--- config.mk ---
export PLATFORM = sky130hd
export DESIGN_NAME = mem_port_arbiter_flat
export DESIGN_NICKNAME = d
export VERILOG_FILES = /design/src/rtl/mips_mem_pkg.sv /design/src/rtl/mem_port_arbiter_if.sv /design/src/rtl/mem_port_arbiter.sv /design/src/flat_wrapper.sv
export SDC_FILE = /design/constraint.sdc
export NUM_CORES = 1
export LEC_CHECK = 0
export CAP_MARGIN = 10
export CELL_PAD_IN_SITES_DETAIL_PLACEMENT = 0
export CELL_PAD_IN_SITES_GLOBAL_PLACEMENT = 2
export CORE_MARGIN = 5
export CORE_UTILIZATION = 21
export DETAILED_ROUTE_END_ITERATION = 12
export DONT_BUFFER_PORTS = 1
export HOLD_SLACK_MARGIN = 0.15
export PLACE_DENSITY = 0.75
export SLEW_MARGIN = 20
export SYNTH_ARGS = -nofsm -noshare
export SYNTH_HDL_FRONTEND = slang
export SYNTH_SLANG_ARGS = --single-unit
--- constraint.sdc ---
create_clock -name clk -period 1.55 [get_ports clk]
set_input_delay 0.31 -clock clk [delete_from_list [all_inputs] [get_ports clk]]
set_output_delay 0.31 -clock clk [all_outputs]
set_load 0.01 [all_outputs]
--- src/rtl/mips_mem_pkg.sv ---
// rtl/mips_mem_pkg.sv - shared widths and owner-tag encoding for the memory port arbiter
package mips_mem_pkg;

  localparam int ADDR_W_DFLT = 10;
  localparam int DATA_W_DFLT = 32;

  typedef enum logic [1:0] {
    OWN_NONE = 2'd0,
    OWN_I    = 2'd1,
    OWN_D    = 2'd2
  } owner_e;

endpackage

--- src/rtl/mem_port_arbiter_if.sv ---
// rtl/mem_port_arbiter_if.sv - fetch, data and single-port memory signals of the arbiter
interface mem_port_arbiter_if
  import mips_mem_pkg::*;
#(
  parameter int ADDR_W = ADDR_W_DFLT,
  parameter int DATA_W = DATA_W_DFLT
) ();

  logic              i_req;
  logic [ADDR_W-1:0] i_addr;
  logic              i_gnt;
  logic              i_rvalid;
  logic [DATA_W-1:0] i_rdata;

  logic              d_req;
  logic              d_we;
  logic [ADDR_W-1:0] d_addr;
  logic [DATA_W-1:0] d_wdata;
  logic              d_gnt;
  logic              d_rvalid;
  logic [DATA_W-1:0] d_rdata;

  logic              mem_en;
  logic              mem_we;
  logic [ADDR_W-1:0] mem_addr;
  logic [DATA_W-1:0] mem_wdata;
  logic [DATA_W-1:0] mem_rdata;

  // slave: the arbiter; master: requesters plus the memory that answers them
  modport slave (
    input  i_req, i_addr, d_req, d_we, d_addr, d_wdata, mem_rdata,
    output i_gnt, i_rvalid, i_rdata, d_gnt, d_rvalid, d_rdata,
    output mem_en, mem_we, mem_addr, mem_wdata
  );

  modport master (
    output i_req, i_addr, d_req, d_we, d_addr, d_wdata, mem_rdata,
    input  i_gnt, i_rvalid, i_rdata, d_gnt, d_rvalid, d_rdata,
    input  mem_en, mem_we, mem_addr, mem_wdata
  );

endinterface

--- src/rtl/mem_port_arbiter.sv ---
// rtl/mem_port_arbiter.sv - fetch/data arbiter for one single-port memory
// Data port wins by default; fetch is forced through after STARVE_MAX lost cycles.
module mem_port_arbiter
  import mips_mem_pkg::*;
#(
  parameter int ADDR_W     = ADDR_W_DFLT,
  parameter int DATA_W     = DATA_W_DFLT,
  parameter int STARVE_MAX = 4,
  localparam int SC_W      = $clog2(STARVE_MAX + 1)
) (
  input  logic             clk,
  input  logic             rst,
  mem_port_arbiter_if.slave bus,
  output logic [SC_W-1:0]  starve_cnt_o
);

  logic [SC_W-1:0]   starve_q, starve_d;
  owner_e            owner_q, owner_d;
  logic              starved, d_win, i_gnt, d_gnt;
  logic [ADDR_W-1:0] addr_sel;
  logic [DATA_W-1:0] wdata_sel;

  always_comb begin
    starved   = bus.i_req && (starve_q == SC_W'(STARVE_MAX));
    d_win     = bus.d_req && !starved;
    i_gnt     = !rst && bus.i_req && !d_win;
    d_gnt     = !rst && d_win;
    addr_sel  = '0;
    wdata_sel = '0;
    if (i_gnt) begin
      addr_sel = bus.i_addr;
    end else if (d_gnt) begin
      addr_sel = bus.d_addr;
      if (bus.d_we) wdata_sel = bus.d_wdata;
    end

    starve_d = starve_q;
    if (!bus.i_req || i_gnt) starve_d = '0;
    else if (starve_q != SC_W'(STARVE_MAX)) starve_d = starve_q + SC_W'(1);

    // Stores return nothing, so only reads leave an owner for next cycle's response
    owner_d = OWN_NONE;
    if (i_gnt) owner_d = OWN_I;
    else if (d_gnt && !bus.d_we) owner_d = OWN_D;
  end

  always_ff @(posedge clk or posedge rst) begin
    if (rst) begin
      starve_q <= '0;
      owner_q  <= OWN_NONE;
    end else begin
      starve_q <= starve_d;
      owner_q  <= owner_d;
    end
  end

  assign bus.i_gnt     = i_gnt;
  assign bus.d_gnt     = d_gnt;
  assign bus.mem_en    = i_gnt || d_gnt;
  assign bus.mem_we    = d_gnt && bus.d_we;
  assign bus.mem_addr  = addr_sel;
  assign bus.mem_wdata = wdata_sel;

  assign bus.i_rvalid  = (owner_q == OWN_I);
  assign bus.d_rvalid  = (owner_q == OWN_D);
  assign bus.i_rdata   = bus.i_rvalid ? bus.mem_rdata : '0;
  assign bus.d_rdata   = bus.d_rvalid ? bus.mem_rdata : '0;
  assign starve_cnt_o  = starve_q;

endmodule

--- src/flat_wrapper.sv ---
// flat-port wrapper written by rule: the top's interface ports become plain ports
module mem_port_arbiter_flat import mips_mem_pkg::*;
#(
  parameter int ADDR_W     = ADDR_W_DFLT,
  parameter int DATA_W     = DATA_W_DFLT,
  parameter int STARVE_MAX = 4,
  localparam int SC_W      = $clog2(STARVE_MAX + 1)
)
  (clk, rst, starve_cnt_o, bus_i_req, bus_i_addr, bus_d_req, bus_d_we, bus_d_addr, bus_d_wdata, bus_mem_rdata, bus_i_gnt, bus_i_rvalid, bus_i_rdata, bus_d_gnt, bus_d_rvalid, bus_d_rdata, bus_mem_en, bus_mem_we, bus_mem_addr, bus_mem_wdata);
  mem_port_arbiter_if #(.ADDR_W(ADDR_W), .DATA_W(DATA_W)) bus_i ();
  input  logic clk;
  input  logic rst;
  output logic [SC_W-1:0] starve_cnt_o;
  input wire logic [$bits(bus_i.i_req)-1:0] bus_i_req;
  input wire logic [$bits(bus_i.i_addr)-1:0] bus_i_addr;
  input wire logic [$bits(bus_i.d_req)-1:0] bus_d_req;
  input wire logic [$bits(bus_i.d_we)-1:0] bus_d_we;
  input wire logic [$bits(bus_i.d_addr)-1:0] bus_d_addr;
  input wire logic [$bits(bus_i.d_wdata)-1:0] bus_d_wdata;
  input wire logic [$bits(bus_i.mem_rdata)-1:0] bus_mem_rdata;
  output wire logic [$bits(bus_i.i_gnt)-1:0] bus_i_gnt;
  output wire logic [$bits(bus_i.i_rvalid)-1:0] bus_i_rvalid;
  output wire logic [$bits(bus_i.i_rdata)-1:0] bus_i_rdata;
  output wire logic [$bits(bus_i.d_gnt)-1:0] bus_d_gnt;
  output wire logic [$bits(bus_i.d_rvalid)-1:0] bus_d_rvalid;
  output wire logic [$bits(bus_i.d_rdata)-1:0] bus_d_rdata;
  output wire logic [$bits(bus_i.mem_en)-1:0] bus_mem_en;
  output wire logic [$bits(bus_i.mem_we)-1:0] bus_mem_we;
  output wire logic [$bits(bus_i.mem_addr)-1:0] bus_mem_addr;
  output wire logic [$bits(bus_i.mem_wdata)-1:0] bus_mem_wdata;
  assign bus_i.i_req = bus_i_req;
  assign bus_i.i_addr = bus_i_addr;
  assign bus_i.d_req = bus_d_req;
  assign bus_i.d_we = bus_d_we;
  assign bus_i.d_addr = bus_d_addr;
  assign bus_i.d_wdata = bus_d_wdata;
  assign bus_i.mem_rdata = bus_mem_rdata;
  assign bus_i_gnt = bus_i.i_gnt;
  assign bus_i_rvalid = bus_i.i_rvalid;
  assign bus_i_rdata = bus_i.i_rdata;
  assign bus_d_gnt = bus_i.d_gnt;
  assign bus_d_rvalid = bus_i.d_rvalid;
  assign bus_d_rdata = bus_i.d_rdata;
  assign bus_mem_en = bus_i.mem_en;
  assign bus_mem_we = bus_i.mem_we;
  assign bus_mem_addr = bus_i.mem_addr;
  assign bus_mem_wdata = bus_i.mem_wdata;
  mem_port_arbiter #(.ADDR_W(ADDR_W), .DATA_W(DATA_W), .STARVE_MAX(STARVE_MAX)) u_core (.clk(clk), .rst(rst), .bus(bus_i), .starve_cnt_o(starve_cnt_o));
endmodule
==> impl_metrics.py <==
metrics = {
    "timing": {
        "fin_crit_sh": 1.17,
        "tightest_slew_ns": 0.254,
        "skew_ns": 0.00358,
        "hold_viol": 0,
        "rsz0062_at_grt": "true",
        "setup_slack_ns": -0.258,
        "slew_headroom": 0.829,
        "period_needed_ns": 1.81,
        "setup_violations": 45,
        "fmax_mhz": 553,
        "timing.final.max_slew_violations": 0,
    },
    "cells_and_area": {
        "final_cell_mix": "and2_1 (65), and3_4 (33), buf_4 (9)",
        "mostFrequentLayoutCell": "and2_1",
        "design_area_um2": 1530,
        "num-fill-cells": 512,
        "diodes": 0,
        "multi_input_area_um2": 1080,
        "fin_nets": 251,
        "seqCellArea_um2": 125,
        "drive_gt1_frac": 0.409,
        "fin_cells": 229,
        "syn2layout_area_growth_pct": 41.2,
    },
    "logic_synthesis": {
        "avgSynthCellArea_um2": 7.04,
        "async_flop_share": 1.00,
        "synthCells": 154,
        "synth.distinct_cells": 22,
        "synth_edf_count": 0,
        "netlist_area_um2": 1080,
        "synth_flop_cell": "dfrtp_1",
        "seq_area_frac_synth": 0.115,
        "ys_seq_elements": 5,
        "ys_warn_count": 0,
        "synth_fp_nets": 245,
    },
    "power_and_ir_drop": {
        "pwr-share-seq": 0.212,
        "clockPowerShare": 0.364,
        "power.leakage_uw": 0.000643,
        "p_int_uw": 454,
        "p_per_area_nw_per_um2": 444,
        "comb_power_share": 0.424,
        "p_sw_uw": 225,
        "power.total_uw": 679,
        "vdd_drop_max_v": 0.000246,
        "swShare": 0.332,
    },
    "place": {
        "dp_hpwl_mm": 3.74,
        "placed_area_um2": 1340,
        "port_buffers": 0,
        "dpl.cell_count": 219,
        "pre_cts_ws_ns": -0.0172,
        "gp_congestion": 0.797,
    },
    "setup_path": {
        "crit_start": "u_core.starve_cnt_o[0]",
        "path_cells": "inv_2, ha_4, nand3_2, and3_4, buf_12, a22o_1",
        "end_kind": "primary output",
        "crit_family": "flip-flops",
        "r2r_start": "u_core.starve_cnt_o[0]",
        "worstPathArrival_ns": 1.50,
        "crit_path_top_delay_cell": "dfrtp_1",
        "criticalPathCategory": "register to primary output",
        "critPathLaunchType": "register",
        "crit_fanout": 32,
        "required_ns": 1.24,
        "path_buf_inv": 2,
        "critical_path.max_stage_delay_ns": 0.38,
    },
    "status": {
        "status": "finished, violations left",
        "violations": "negative setup slack",
    },
    "global_route": {
        "antenna_found_initial": 0,
        "grt_max_degree": 35,
        "grt_pass1_wl_mm": 5.41,
        "grt_pass1_vias": 1084,
        "grt_usage": 0.105,
        "overflow": 0,
    },
    "clock_network": {
        "cts_root_buf": "clkbuf_8",
        "clock_latency_ns": 0.22,
        "cts_tree": "done",
        "htree_levels": 1,
        "cts.sinks": 5,
        "clk_pin_slew_worst_paths_ns": 0.04,
        "clock_path_buffers": 2,
        "cts_made_buffers": 3,
    },
    "worst_hold_path": {
        "hp-class": "primary input to register",
        "min_from": "bus_i_req",
    },
    "detailed_routing": {
        "wire_per_inst_um": 20.0,
        "drtPass1Iterations": 4,
        "drc": 0,
        "drt_wl_total_mm": 4.57,
        "vias": 1170,
        "first_iter_violations": 12,
        "postRouteAntennaNets": 0,
        "via_per_inst": 5.11,
    },
    "floorplan": {
        "die_x_um": 81.8,
        "ios": 204,
        "die-height_um": 81.8,
        "die_area_um2": 6700,
        "start_util": 0.214,
        "core_um2": 5070,
        "row_count": 26,
    },
    "run": {
        "drv_cap": 0,
    },
}
worst register-to-register path: stages (launching register included):
cell and delay (ns):
dfrtp_1 0.38, buf_4 0.14, buf_4 0.14, ha_1 0.21, mux2_2 0.26, a21oi_1 0.13
per-layer routing:
layer	GRT usage	vias up	share of wire
met5	0	-	0
met4	0.0399	0	0.0077
met3	0.0241	4	0.14
met2	0.191	122	0.53
met1	0.118	519	0.33
li1	-	525	-
cells in the mapped netlist (2+ instances only):
cell type | n | share of area
a22o_1 | 10 | 0.081
and2_1 | 65 | 0.38
nor2_1 | 2 | 0.0069
inv_1 | 3 | 0.010
and3_1 | 32 | 0.18
buf_6 | 5 | 0.052
a21oi_1 | 2 | 0.0092
nand2_1 | 5 | 0.017
clkbuf_1 | 9 | 0.031
ha_1 | 2 | 0.023
dfrtp_1 | 5 | 0.12
nor2b_1 | 3 | 0.017
o22ai_1 | 2 | 0.012
final timing paths:
path | end | slack, ns | cells after the start
worst max register to register | u_core.starve_cnt_o[2] | 0.22 | 5
worst min-delay path | u_core.starve_cnt_o[2] | 0.22 | 2
min in group asynchronous | u_core.starve_cnt_o[2] | 0.52 | 3
worst max-delay path | bus_mem_addr[2] | -0.26 | 6
worst min register to register | u_core.starve_cnt_o[0] | 0.58 | 3
max in group asynchronous | u_core.starve_cnt_o[1] | 0.92 | 3
power groups by stage:
| stage | sequential (uW) | combinational (uW) | clock, uW |
|---|---|---|---|
| 6_report | 144 | 288 | 247 |
| 5_1_grt | 145 | 312 | 265 |
| 4_1_cts | 143 | 281 | 255 |
| 3_5_place_dp | 145 | 255 | 0 |
| 3_3_place_gp | 144 | 254 | 0 |
| 2_1_floorplan | 148 | 220 | 0 |
what timing repair did:
item                                    CTS  global route
hold endpoints to repair                  6             0
pin swaps                                 0             2
buffers inserted                          2             1
hold buffers                              2             0
gates resized for setup                  14             7
cloned                                    1             0
endpoints found under the setup margin   45            55
per-stage QoR:
step	utilization	hold slack, ns	setup TNS (ns)
2_1_floorplan	-	0.103	-2.54
5_1_grt	0.302	0.241	-13.69
6_report	0.302	0.222	-10.27
3_5_place_dp	0.263	0.193	-0.0889
3_3_place_gp	0.263	0.189	0
4_1_cts	0.293	0.221	-10.28
cells by family (layout without fill, tap and decap cells):
family / count (synthesis) / in the layout / synth area share
buf+inv: 19 / 24 / 0.105
mux: 1 / 1 / 0.0104
simple gates: 111 / 111 / 0.632
compound gates: 16 / 16 / 0.114
flops: 5 / 5 / 0.115
fa+ha+maj: 2 / 2 / 0.0231
state kept, by name, indices dropped and copies added, names as in the netlist:
signal	flops
u_core.starve_cnt_o	3
u_core.owner_q	2
final cells by class:
type                       count  area share
multi-input combinational    130       0.706
timing repair buffer          17       0.119
sequential                     5      0.0818
tap                           70      0.0572
clock buffer                   4      0.0294
inverter                       3     0.00736
(Power assumes the default switching activity.)
